<file path="config.mk">
export PLATFORM = sky130hd
export DESIGN_NAME = nmea_zda_parser
export DESIGN_NICKNAME = d
export VERILOG_FILES = /design/src/rtl/nmea_pkg.sv /design/src/rtl/nmea_checksum.sv /design/src/rtl/nmea_zda_parser.sv
export SDC_FILE = /design/constraint.sdc
export NUM_CORES = 1
export LEC_CHECK = 0
export CAP_MARGIN = 20
export CORE_ASPECT_RATIO = 1.75
export CORE_UTILIZATION = 60
export CTS_CLUSTER_DIAMETER = 120
export DETAILED_ROUTE_END_ITERATION = 8
export MAX_ROUTING_LAYER = met4
export PLACE_DENSITY = 0.89
export SYNTH_ARGS = -nofsm -noshare
export SYNTH_HDL_FRONTEND = slang
export SYNTH_SLANG_ARGS = --single-unit
</file>
<file path="constraint.sdc">
create_clock -name clk -period 8.05 [get_ports clk]
set_input_delay 1.61 -clock clk [delete_from_list [all_inputs] [get_ports clk]]
set_output_delay 1.61 -clock clk [all_outputs]
set_load 0.02 [all_outputs]
</file>
<file path="src/rtl/nmea_pkg.sv">
// nmea_pkg: shared constants, state encoding and character-class helpers
// for the NMEA ZDA sentence parser.
package nmea_pkg;

  localparam logic [7:0] CH_DOLLAR = 8'h24;
  localparam logic [7:0] CH_COMMA  = 8'h2C;
  localparam logic [7:0] CH_STAR   = 8'h2A;
  localparam logic [7:0] CH_DOT    = 8'h2E;
  localparam logic [7:0] CH_MINUS  = 8'h2D;
  localparam logic [7:0] CH_0      = 8'h30;
  localparam logic [7:0] CH_9      = 8'h39;
  localparam logic [7:0] CH_A      = 8'h41;
  localparam logic [7:0] CH_F      = 8'h46;
  localparam logic [7:0] CH_Z      = 8'h5A;
  localparam logic [7:0] CH_G      = 8'h47;
  localparam logic [7:0] CH_P      = 8'h50;
  localparam logic [7:0] CH_D      = 8'h44;

  typedef enum logic [3:0] {
    IDLE, HDR, F_TIME, F_DAY, F_MON, F_YEAR, F_SKIP, CKS_HI, CKS_LO
  } state_t;

  // Field index doubles as the digit_valid bit position.
  localparam int unsigned FLD_HH   = 0;
  localparam int unsigned FLD_MM   = 1;
  localparam int unsigned FLD_SS   = 2;
  localparam int unsigned FLD_DD   = 3;
  localparam int unsigned FLD_MON  = 4;
  localparam int unsigned FLD_YYYY = 5;

  localparam int unsigned NDIG_TIME = 6;
  localparam int unsigned NDIG_DAY  = 2;
  localparam int unsigned NDIG_MON  = 2;
  localparam int unsigned NDIG_YEAR = 4;
  localparam int unsigned HDR_LEN   = 5;

  function automatic logic is_digit(input logic [7:0] c);
    return (c >= CH_0) && (c <= CH_9);
  endfunction

  function automatic logic is_upper(input logic [7:0] c);
    return (c >= CH_A) && (c <= CH_Z);
  endfunction

  // Uppercase hex only; lowercase is deliberately rejected.
  function automatic logic is_hex(input logic [7:0] c);
    return is_digit(c) || ((c >= CH_A) && (c <= CH_F));
  endfunction

  function automatic logic [3:0] hex_nib(input logic [7:0] c);
    return is_digit(c) ? c[3:0] : c[3:0] + 4'd9;
  endfunction

endpackage

</file>
<file path="src/rtl/nmea_checksum.sv">
// nmea_checksum: running XOR of sentence bytes plus checksum-char decode.
//   clk, rst_n   : clock, async active-low reset
//   clr_i        : clear the running XOR (start of sentence)
//   en_i         : XOR data_i into the accumulator
//   data_i       : current received byte
//   load_hi_i    : latch data_i as the high checksum nibble
//   hex_ok_o     : data_i is an uppercase hex character
//   match_o      : {latched high nibble, data_i nibble} equals the XOR
module nmea_checksum
  import nmea_pkg::*;
(
  input  logic       clk,
  input  logic       rst_n,
  input  logic       clr_i,
  input  logic       en_i,
  input  logic [7:0] data_i,
  input  logic       load_hi_i,
  output logic       hex_ok_o,
  output logic       match_o
);

  logic [7:0] acc_q, acc_d;
  logic [3:0] hi_q, hi_d;

  always_comb begin
    acc_d = acc_q;
    if (clr_i)     acc_d = '0;
    else if (en_i) acc_d = acc_q ^ data_i;
    hi_d = load_hi_i ? hex_nib(data_i) : hi_q;
  end

  always_ff @(posedge clk or negedge rst_n) begin
    if (!rst_n) begin
      acc_q <= '0;
      hi_q  <= '0;
    end else begin
      acc_q <= acc_d;
      hi_q  <= hi_d;
    end
  end

  assign hex_ok_o = is_hex(data_i);
  assign match_o  = ({hi_q, hex_nib(data_i)} == acc_q);

endmodule

</file>
<file path="src/rtl/nmea_zda_parser.sv">
// nmea_zda_parser: finds $xxZDA sentences in a UART byte stream, steers the
// time/date digits to six ascii2bin lanes and reports one frame_ok or
// frame_err pulse per ZDA sentence.
//   clk, rst_n  : clock, async active-low reset
//   uart_data   : received byte, qualified by uart_valid
//   uart_valid  : one-cycle byte strobe
//   ascii_out   : registered copy of the last routed digit
//   digit_valid : one-hot lane strobe (hh, mm, ss, dd, MM, yyyy)
//   frame_ok    : sentence well formed with matching checksum
//   frame_err   : ZDA sentence malformed, aborted or checksum mismatch
//   busy        : a sentence is being parsed
module nmea_zda_parser
  import nmea_pkg::*;
#(
  parameter int unsigned TALKER_CHECK = 1,
  parameter int unsigned MAX_LEN      = 82,
  parameter int unsigned FRAC_MAX     = 3
) (
  input  logic       clk,
  input  logic       rst_n,
  input  logic [7:0] uart_data,
  input  logic       uart_valid,
  output logic [7:0] ascii_out,
  output logic [5:0] digit_valid,
  output logic       frame_ok,
  output logic       frame_err,
  output logic       busy
);

  localparam int unsigned CW = $clog2(MAX_LEN + 2);
  localparam int unsigned DW = $clog2(NDIG_TIME + FRAC_MAX + 1);

  state_t          state_q, state_d;
  logic [2:0]      hcnt_q, hcnt_d;
  logic [DW-1:0]   dcnt_q, dcnt_d;
  logic            frac_q, frac_d;
  logic [CW-1:0]   cnt_q, cnt_d;
  logic [7:0]      ascii_q, ascii_d;
  logic [5:0]      dv_q, dv_d;
  logic            ok_q, ok_d;
  logic            err_q, err_d;

  logic            is_dig, hdr_ok, fail, route;
  logic [2:0]      fld;
  logic [CW-1:0]   cnt_inc;
  logic [DW-1:0]   fld_len;
  logic [2:0]      fld_sel;
  state_t          fld_next;
  logic            ck_clr, ck_en, ck_hi, hex_ok, ck_match;

  nmea_checksum u_cks (
    .clk       (clk),
    .rst_n     (rst_n),
    .clr_i     (ck_clr),
    .en_i      (ck_en),
    .data_i    (uart_data),
    .load_hi_i (ck_hi),
    .hex_ok_o  (hex_ok),
    .match_o   (ck_match)
  );

  always_comb begin
    state_d = state_q;
    hcnt_d  = hcnt_q;
    dcnt_d  = dcnt_q;
    frac_d  = frac_q;
    cnt_d   = cnt_q;
    ascii_d = ascii_q;
    dv_d    = '0;
    ok_d    = 1'b0;
    err_d   = 1'b0;
    ck_clr  = 1'b0;
    ck_en   = 1'b0;
    ck_hi   = 1'b0;
    fail    = 1'b0;
    route   = 1'b0;
    fld     = '0;

    is_dig  = is_digit(uart_data);
    // Saturates at MAX_LEN+1 so an over-long sentence can never wrap back.
    cnt_inc = (cnt_q > CW'(MAX_LEN)) ? cnt_q : cnt_q + CW'(1);

    case (hcnt_q)
      3'd0:    hdr_ok = (TALKER_CHECK != 0) ? (uart_data == CH_G) : is_upper(uart_data);
      3'd1:    hdr_ok = (TALKER_CHECK != 0) ? (uart_data == CH_P) : is_upper(uart_data);
      3'd2:    hdr_ok = (uart_data == CH_Z);
      3'd3:    hdr_ok = (uart_data == CH_D);
      3'd4:    hdr_ok = (uart_data == CH_A);
      default: hdr_ok = 1'b0;
    endcase

    case (state_q)
      F_DAY: begin
        fld_len = DW'(NDIG_DAY);  fld_sel = 3'(FLD_DD);   fld_next = F_MON;
      end
      F_MON: begin
        fld_len = DW'(NDIG_MON);  fld_sel = 3'(FLD_MON);  fld_next = F_YEAR;
      end
      default: begin
        fld_len = DW'(NDIG_YEAR); fld_sel = 3'(FLD_YYYY); fld_next = F_SKIP;
      end
    endcase

    if (uart_valid) begin
      if (uart_data == CH_DOLLAR) begin
        // Restart; only a sentence already identified as ZDA reports an error.
        if (state_q != IDLE && (state_q != HDR || hcnt_q == 3'(HDR_LEN)))
          err_d = 1'b1;
        state_d = HDR;
        hcnt_d  = '0;
        dcnt_d  = '0;
        frac_d  = 1'b0;
        cnt_d   = CW'(1);
        ck_clr  = 1'b1;
      end else if (state_q != IDLE) begin
        cnt_d = cnt_inc;
        ck_en = !(state_q == F_SKIP && uart_data == CH_STAR) &&
                !(state_q inside {CKS_HI, CKS_LO});
        unique case (state_q)
          HDR: begin
            if (hcnt_q < 3'(HDR_LEN)) begin
              if (hdr_ok) hcnt_d = hcnt_q + 3'd1;
              else        state_d = IDLE;
            end else if (uart_data == CH_COMMA) begin
              state_d = F_TIME;
              dcnt_d  = '0;
            end else begin
              fail = 1'b1;
            end
          end
          F_TIME: begin
            if (!frac_q) begin
              if (dcnt_q < DW'(NDIG_TIME)) begin
                if (is_dig) begin
                  route  = 1'b1;
                  fld    = 3'(FLD_HH) + 3'(dcnt_q >> 1);
                  dcnt_d = dcnt_q + DW'(1);
                end else begin
                  fail = 1'b1;
                end
              end else if (uart_data == CH_COMMA) begin
                state_d = F_DAY;
                dcnt_d  = '0;
              end else if (uart_data == CH_DOT) begin
                frac_d = 1'b1;
              end else begin
                fail = 1'b1;
              end
            end else begin
              // Fraction digits are counted on top of the 6 time digits.
              if (is_dig && dcnt_q < DW'(NDIG_TIME + FRAC_MAX)) begin
                dcnt_d = dcnt_q + DW'(1);
              end else if (uart_data == CH_COMMA) begin
                state_d = F_DAY;
                dcnt_d  = '0;
                frac_d  = 1'b0;
              end else begin
                fail = 1'b1;
              end
            end
          end
          F_DAY, F_MON, F_YEAR: begin
            if (dcnt_q < fld_len) begin
              if (is_dig) begin
                route  = 1'b1;
                fld    = fld_sel;
                dcnt_d = dcnt_q + DW'(1);
              end else begin
                fail = 1'b1;
              end
            end else if (uart_data == CH_COMMA) begin
              state_d = fld_next;
              dcnt_d  = '0;
            end else begin
              fail = 1'b1;
            end
          end
          F_SKIP: begin
            if (uart_data == CH_STAR)
              state_d = CKS_HI;
            else if (!(is_dig || uart_data == CH_MINUS || uart_data == CH_COMMA))
              fail = 1'b1;
          end
          CKS_HI: begin
            if (hex_ok) begin
              ck_hi   = 1'b1;
              state_d = CKS_LO;
            end else begin
              fail = 1'b1;
            end
          end
          CKS_LO: begin
            state_d = IDLE;
            if (hex_ok && ck_match) ok_d  = 1'b1;
            else                    err_d = 1'b1;
          end
          default: ;
        endcase

        if (state_q != HDR && cnt_inc > CW'(MAX_LEN))
          fail = 1'b1;

        if (fail) begin
          state_d = IDLE;
          err_d   = 1'b1;
          ok_d    = 1'b0;
          route   = 1'b0;
        end
      end
    end

    if (route) begin
      dv_d    = 6'(1) << fld;
      ascii_d = uart_data;
    end
  end

  always_ff @(posedge clk or negedge rst_n) begin
    if (!rst_n) begin
      state_q <= IDLE;
      hcnt_q  <= '0;
      dcnt_q  <= '0;
      frac_q  <= 1'b0;
      cnt_q   <= '0;
      ascii_q <= '0;
      dv_q    <= '0;
      ok_q    <= 1'b0;
      err_q   <= 1'b0;
    end else begin
      state_q <= state_d;
      hcnt_q  <= hcnt_d;
      dcnt_q  <= dcnt_d;
      frac_q  <= frac_d;
      cnt_q   <= cnt_d;
      ascii_q <= ascii_d;
      dv_q    <= dv_d;
      ok_q    <= ok_d;
      err_q   <= err_d;
    end
  end

  assign ascii_out   = ascii_q;
  assign digit_valid = dv_q;
  assign frame_ok    = ok_q;
  assign frame_err   = err_q;
  assign busy        = (state_q != IDLE);

endmodule

</file>
* After elaboration in Yosys (flattened, before gate mapping)
Index checks and enable logic that the tools add are counted. Widths: inputs -> output; s select.
Storage, ports and cells: register bits 47, input bits 11, output and inout bits 17, logic and storage cells 200
Operators by class: add/subtract/negate cells 4, order comparisons 10, equality and inequality tests 34, shift operators 1, multiplexer cells 107, bitwise logic cells 1, reductions and logical operators 32
Operators with widths (number):
- $mux 4 | 24
- $mux 1 | 55
- $mux 3 | 14
- $eq 8x6->1 const B | 5
- $eq 8x7->1 const B | 5
- $pmux 4 s6 | 1
- $mux 7 | 3
- $ne 5x5->1 const B | 4
- $eq 4x3->1 const B | 4
- $mux 8 | 2
- $gt 7x7->1 const B | 2
- $reduce_bool 2->1 | 7
- $pmux 3 s2 | 2
- $pmux 4 s3 | 1
- $reduce_and 11->1 | 1
- $pmux 1 s5 | 2
- $eq 4x2->1 const B | 2
- $eq 8x8->1 | 1
- $ge 8x6->1 const B | 1
- $ge 8x7->1 const B | 1
- $le 8x6->1 const B | 1
- $le 8x7->1 const B | 1
- $logic_and 1x1->1 | 8
- $ne 4x4->1 const B | 2
- other kinds (33) | 40

* Longest topological paths before layout
word-level depth 16, gate-level depth with buffers 12, depth with buffers taken out 9

* Modules after synthesis
From an unflattened synthesis, not the netlist that was laid out.
Unflattened totals: cells, all modules 409, area, all modules 3518.4 µm²
Modules (own cells, without submodules):
- nmea_zda_parser | times used 1, cells each 324, area each 2686.3 µm², seq. area each 875.8 µm²
- nmea_checksum | times used 1, cells each 85, area each 832.0 µm², seq. area each 300.3 µm²

* Worst setup path after synthesis
Ideal clock, no wire load.
kind input to register, start input port uart_data[6], end register u_cks.hi_q[2], arrival time 3.662 ns, slack 4.263 ns, stages on the path 7, buffers on the path 1, cell sequence or4b_1 -> o41a_4 -> or2_1 -> buf_2 -> nor4_4 -> o21ai_2 -> mux2_4
On the way: word-level cells in the longest chain between the ends 8
RTL lines:
- start, declared | RTL line nmea_zda_parser.sv:21 | input logic [7:0] uart_data,
- $ge 8x6->1, or another cell as far along | RTL line nmea_pkg.sv:38 | return (c >= CH_0) && (c <= CH_9);
- $logic_and 1x1->1 (on tied branches) | RTL line nmea_pkg.sv:38, nmea_pkg.sv:47
- $logic_or 1x1->1 | RTL line nmea_pkg.sv:47 | return is_digit(c) || ((c >= CH_A) && (c <= CH_F));
- $mux 1 | RTL line nmea_zda_parser.sv:185 | if (hex_ok) begin
- $mux 1 | RTL line nmea_zda_parser.sv:119 | unique case (state_q)
- $mux 1 | RTL line nmea_zda_parser.sv:115 | end else if (state_q != IDLE) begin
- $mux 1 | RTL line nmea_zda_parser.sv:105 | if (uart_data == CH_DOLLAR) begin
- $mux 1 | RTL line nmea_zda_parser.sv:104 | if (uart_valid) begin
- end signal, assigned | RTL line nmea_checksum.sv:38 | hi_q <= hi_d;
- end, declared | RTL line nmea_checksum.sv:23 | logic [3:0] hi_q, hi_d;
Parallel ways exist; a longest one is shown, timed or not. A chain may end at the register's enable or synchronous reset.

* Worst setup path in the final report
start input port uart_data[3], end register ascii_q[3], in the netlist ascii_out[3]
On the way: word-level cells in the longest chain between the ends 15
RTL lines:
- $ge 8x6->1 / $le 8x6->1 (equally long branches) | RTL line nmea_pkg.sv:38
- $logic_and 1x1->1 | RTL line nmea_pkg.sv:38
- $logic_or 1x1->1 (2 in a row) | RTL line nmea_zda_parser.sv:181 | else if (!(is_dig || uart_data == CH_MINUS || uart_data == CH_COMMA))
- $mux 1 | RTL line nmea_zda_parser.sv:181
- $mux 1 | RTL line nmea_zda_parser.sv:179 | if (uart_data == CH_STAR)
- $pmux 1 s5 | RTL line nmea_zda_parser.sv:119
- $mux 1 | RTL line nmea_zda_parser.sv:200 | if (state_q != HDR && cnt_inc > CW'(MAX_LEN))
- $mux 1 | RTL line nmea_zda_parser.sv:115
- $mux 1 | RTL line nmea_zda_parser.sv:105
- $mux 1 | RTL line nmea_zda_parser.sv:104
- $mux 1 | RTL line nmea_zda_parser.sv:203 | if (fail) begin
- $mux 1 | RTL line nmea_zda_parser.sv:115
- $mux 1 | RTL line nmea_zda_parser.sv:105
- $mux 1 | RTL line nmea_zda_parser.sv:104
- end signal, assigned | RTL line nmea_zda_parser.sv:235 | ascii_q <= ascii_d;
- end, declared | RTL line nmea_zda_parser.sv:38 | logic [7:0] ascii_q, ascii_d;
Parallel ways exist; a longest one is shown, timed or not. The select of a mux whose other input is x is not followed.

==> metrics.md <==
| Metric | Value |
|---|---|
| Via-to-Cell Ratio | `6.61` |
| Post-Route Setup TNS | `0 ps` |
| Total clock buffers created by CTS | `5` |
| CTS max path bufs | `2` |
| Number of hold-repair buffers added at the cts stage | `0` |
| Arrival time of the worst setup path | `4790 ps` |
| Area of the placeable core | `5880 um2` |
| Starting DRC count in detailed routing | `352` |
| Setup repair bufs after CTS | `0` |
| Post-Route Hold Slack | `478 ps` |
| First-pass GRT wire length | `16.3 mm` |
| Power density normalized to cell area | `250 nW/um2` |
| Post-synthesis compound-gate area fraction | `24.4%` |
| Worst-case headroom to the max-slew limit | `37.8%` |
| Number of antenna violations at the first check in global routing | `0` |
| Average wire per standard cell | `18.7 um` |
| Number of antenna repair diodes | `0` |
| Weighted congestion at the end of routability-driven global placement | `0.967` |
| Final net count | `479` |
| Syn Nets | `467` |
| Worst setup slack before clock tree synthesis | `3200 ps` |
| Total number of H-tree levels | `2` |
| Total clock sinks | `47` |
| Number of distinct library cells after synthesis | `76` |
| Cell taking the most area after synthesis | `sky130_fd_sc_hd__dfrtp_1` |
| Largest delay share family, worst path | `simple AND/OR/NAND/NOR gates` |
| Type of the worst setup path | `primary input to register` |
| Residual DRC | `0` |
| Iteration count of the initial detailed-routing pass | `5` |
| Register cell area after layout | `1180 um2` |
| Grt ovf | `0` |
| Path category of the worst min-delay check | `register to register` |
| CTS tree | `done` |
| Worst hold start | `ascii_out[5]` |
| Share of the yosys chip area belonging to registers | `32.0%` |
| Gr usage total | `34.6%` |
| Result of the run | `completed` |
| Reg2Reg Capture Point | `state_q[2]` |
| Fraction of synthesized area in multiplexers | `2.11%` |
| Total wirelength of the detailed-routed design | `9.98 mm` |
| Cell with the largest stage delay on the worst path | `sky130_fd_sc_hd__clkdlybuf4s50_1` |
| Total leakage power | `1.62 nW` |
| FMAX | `218 MHz` |
| Buf+Inv Stages, Crit Path | `1` |
| HPWL after detailed placement | `7.42 mm` |
| Post-cts repair resize count | `0` |
| Number of rows created at floorplan | `37` |
| Width of the die | `61.2 um` |
| Main combinational cell family by area after synthesis | `simple AND/OR/NAND/NOR gates` |
| Biggest area contributors in the synthesized netlist | `sky130_fd_sc_hd__dfrtp_1 32%, sky130_fd_sc_hd__o21ai_0 5.3%, sky130_fd_sc_hd__nand2_1 4.9%, sky130_fd_sc_hd__ha_1 4.8%, sky130_fd_sc_hd__a21oi_1 3.4%` |
| Reg clk slew, reported paths | `90 ps` |
| Die outline area | `6450 um2` |
| Startpoint Class | `primary input` |
| Post-synthesis register bit count | `47` |
| Average cell area after synthesis | `8.31 um2` |
| CP Max Fanout | `20` |
| Maximum Capacitance Violations | `0` |
| XOR/XNOR share of the synthesized area | `4.29%` |
| Final setup slack of the worst path | `3470 ps` |
| Clock Skew | `10.3 ps` |
| Count of warnings emitted by yosys | `0` |
| Worst r2r path cells | `9` |
| Area occupied by multi-input gates | `2320 um2` |
| Slew @ Worst Pin | `926 ps` |
| Worst reg2reg setup slack | `4720 ps` |
| Required time reported for the critical path endpoint | `8260 ps` |
| Filler cell count | `500` |
| Antenna viol nets, final | `0` |
| Setup crit end kind | `register` |
| Insertion delay to the later sink of the worst-skew pair | `320 ps` |
| Final standard cell area without fillers | `4100 um2` |
| Cells after Synth | `442` |
| Async S/R FF share, synth | `100%` |
| Hold Crit Depth | `1` |
| Syn Std Cell Area | `3670 um2` |
| Number of global-route vias before repair | `3458` |
| Period utilization | `56.9%` |
| Instance area at placement | `3950 um2` |
| Setup repair after global routing missed its margin | `false` |
| Main synth FF type | `sky130_fd_sc_hd__dfrtp_1` |
| Syn-to-layout area delta | `11.4%` |
| Hold Path Sink | `ascii_out[5]` |
| Post-Synth Simple-Gate Area | `27.4%` |
| Slew Viols, Final | `0` |
| Cell-by-cell trace of the critical path | `clkdlybuf4s50_1, or4_1, a21oi_1, a221o_1, nand4b_1, nor2_1, mux2_2` |
| Slowest Stage Delay on Critical Path | `800 ps` |
| Initial Utilization | `62.5%` |
| Max rail drop VDD | `0.000207 V` |
| Clock Tree Root | `sky130_fd_sc_hd__clkbuf_8` |
| Die Y-Extent | `106 um` |
| # IOs | `28` |
| Fraction of final layout cells sized beyond drive strength 1 | `8.13%` |
| Worst flop-to-flop path startpoint | `state_q[2]` |
| # setup viols final | `0` |
| Leading cell types by count after synthesis | `48 x sky130_fd_sc_hd__nand2_1, 47 x sky130_fd_sc_hd__dfrtp_1, 39 x sky130_fd_sc_hd__o21ai_0` |
| EDFF count, synth | `0` |
| Vias | `3524` |
| Fraction of the mapped netlist area in adder cells | `4.77%` |
| Min cycle time layout | `4580 ps` |
| Fraction of post-synthesis cell area in the top cell type by area | `32.0%` |
| Number of I/O port buffers | `27` |
| Largest net degree at the start of global routing | `48` |
| Most common cell in the netlist | `sky130_fd_sc_hd__nand2_1` |
| Hold violation count in the final report | `0` |
## placed cells by master (no fill, tap or decap), drive strengths merged, types with 6 or more instances in the layout
cell           synthesis  routed
nor2                  35      35
xor2                  10      10
nor4                   6       6
nand2                 48      48
ha                    14      14
dfrtp                 47      47
nor2b                  6       6
or2                    6       6
o21ai                 40      40
nand4                  7       7
a21oi                 25      25
inv                   20      21
nor3                  15      15
xnor2                  8       8
nand3                 22      22
a31oi                 10      10
clkdlybuf4s50          0      26
## worst register-to-register path, cell delays in order, from the launching register on
cell	delay, ps
sky130_fd_sc_hd__dfrtp_1	700
sky130_fd_sc_hd__or4b_4	570
sky130_fd_sc_hd__nand2_1	80
sky130_fd_sc_hd__ha_1	230
sky130_fd_sc_hd__nor3_1	390
sky130_fd_sc_hd__or2_2	260
sky130_fd_sc_hd__a21oi_1	150
sky130_fd_sc_hd__or2_1	270
sky130_fd_sc_hd__o31ai_1	420
sky130_fd_sc_hd__a22o_1	200
## sequential cells by signal, summed over array words and instances, names as in the netlist
register     flops
ascii_out        8
u_cks.acc_q      8
cnt_q            7
digit_valid      6
dcnt_q           4
state_q          4
u_cks.hi_q       4
hcnt_q           3
frac_q           1
frame_err        1
frame_ok         1
## cells by family (layout without fill, tap and decap cells)
group / after synthesis / count (layout)
buffers and inverters: 45 / 58
AOI/OAI and AO/OA: 131 / 131
xor gates and xnor gates: 18 / 18
and+or+nand+nor: 181 / 181
muxes: 6 / 6
adders and majority gates: 14 / 14
DFF: 47 / 47
## layer usage
metal	share of wire [%]	up-vias	routed length [um]	global-route usage, %
met1	36	1654	3570	36.8
met3	5.8	38	583	4.54
met4	4.9	0	494	20.9
li1	-	1657	-	-
met2	53	175	5330	58.0
met5	0	-	0	-
## per-stage QoR
| stage | power [W] | util, % | instances |
|---|---|---|---|
| floorplan | 0.000695 | - | 442 |
| global placement | 0.000822 | 67.2 | 524 |
| detailed placement | 0.000834 | 67.2 | 524 |
| CTS | 0.00102 | 69.2 | 532 |
| global route | 0.00108 | 69.7 | 533 |
| finish | 0.00103 | 69.7 | 533 |
## layout make-up
type / instances / share of cell area (%)
clock buffers: 5 / 1.68
clock inverters: 3 / 1.16
inverters: 20 / 1.83
multi-input cells: 350 / 56.7
flip-flops and latches: 47 / 28.7
well taps: 78 / 2.38
repair buffers: 30 / 7.52
## where the power goes
group	internal, W	switching [W]	leakage [nW]
combinational	0.000191	0.000274	0.940
sequential	0.000290	0.0000876	0.621
clock	0.0000942	0.0000890	0.0587
## worst max-delay path by stage
| stage | from | end | slack [ps] | cells after the start |
|---|---|---|---|---|
| floorplan | uart_data[6] | u_cks.hi_q[2] | 4260 | 7 |
| global placement | uart_data[3] | ascii_out[3] | 3340 | 7 |
| detailed placement | uart_data[1] | ascii_out[3] | 3200 | 11 |
| CTS | uart_data[3] | ascii_out[3] | 3530 | 7 |
| global route | uart_data[1] | ascii_out[3] | 3300 | 11 |
| finish | uart_data[3] | ascii_out[3] | 3470 | 7 |
Power figures use the tool's default switching activity.
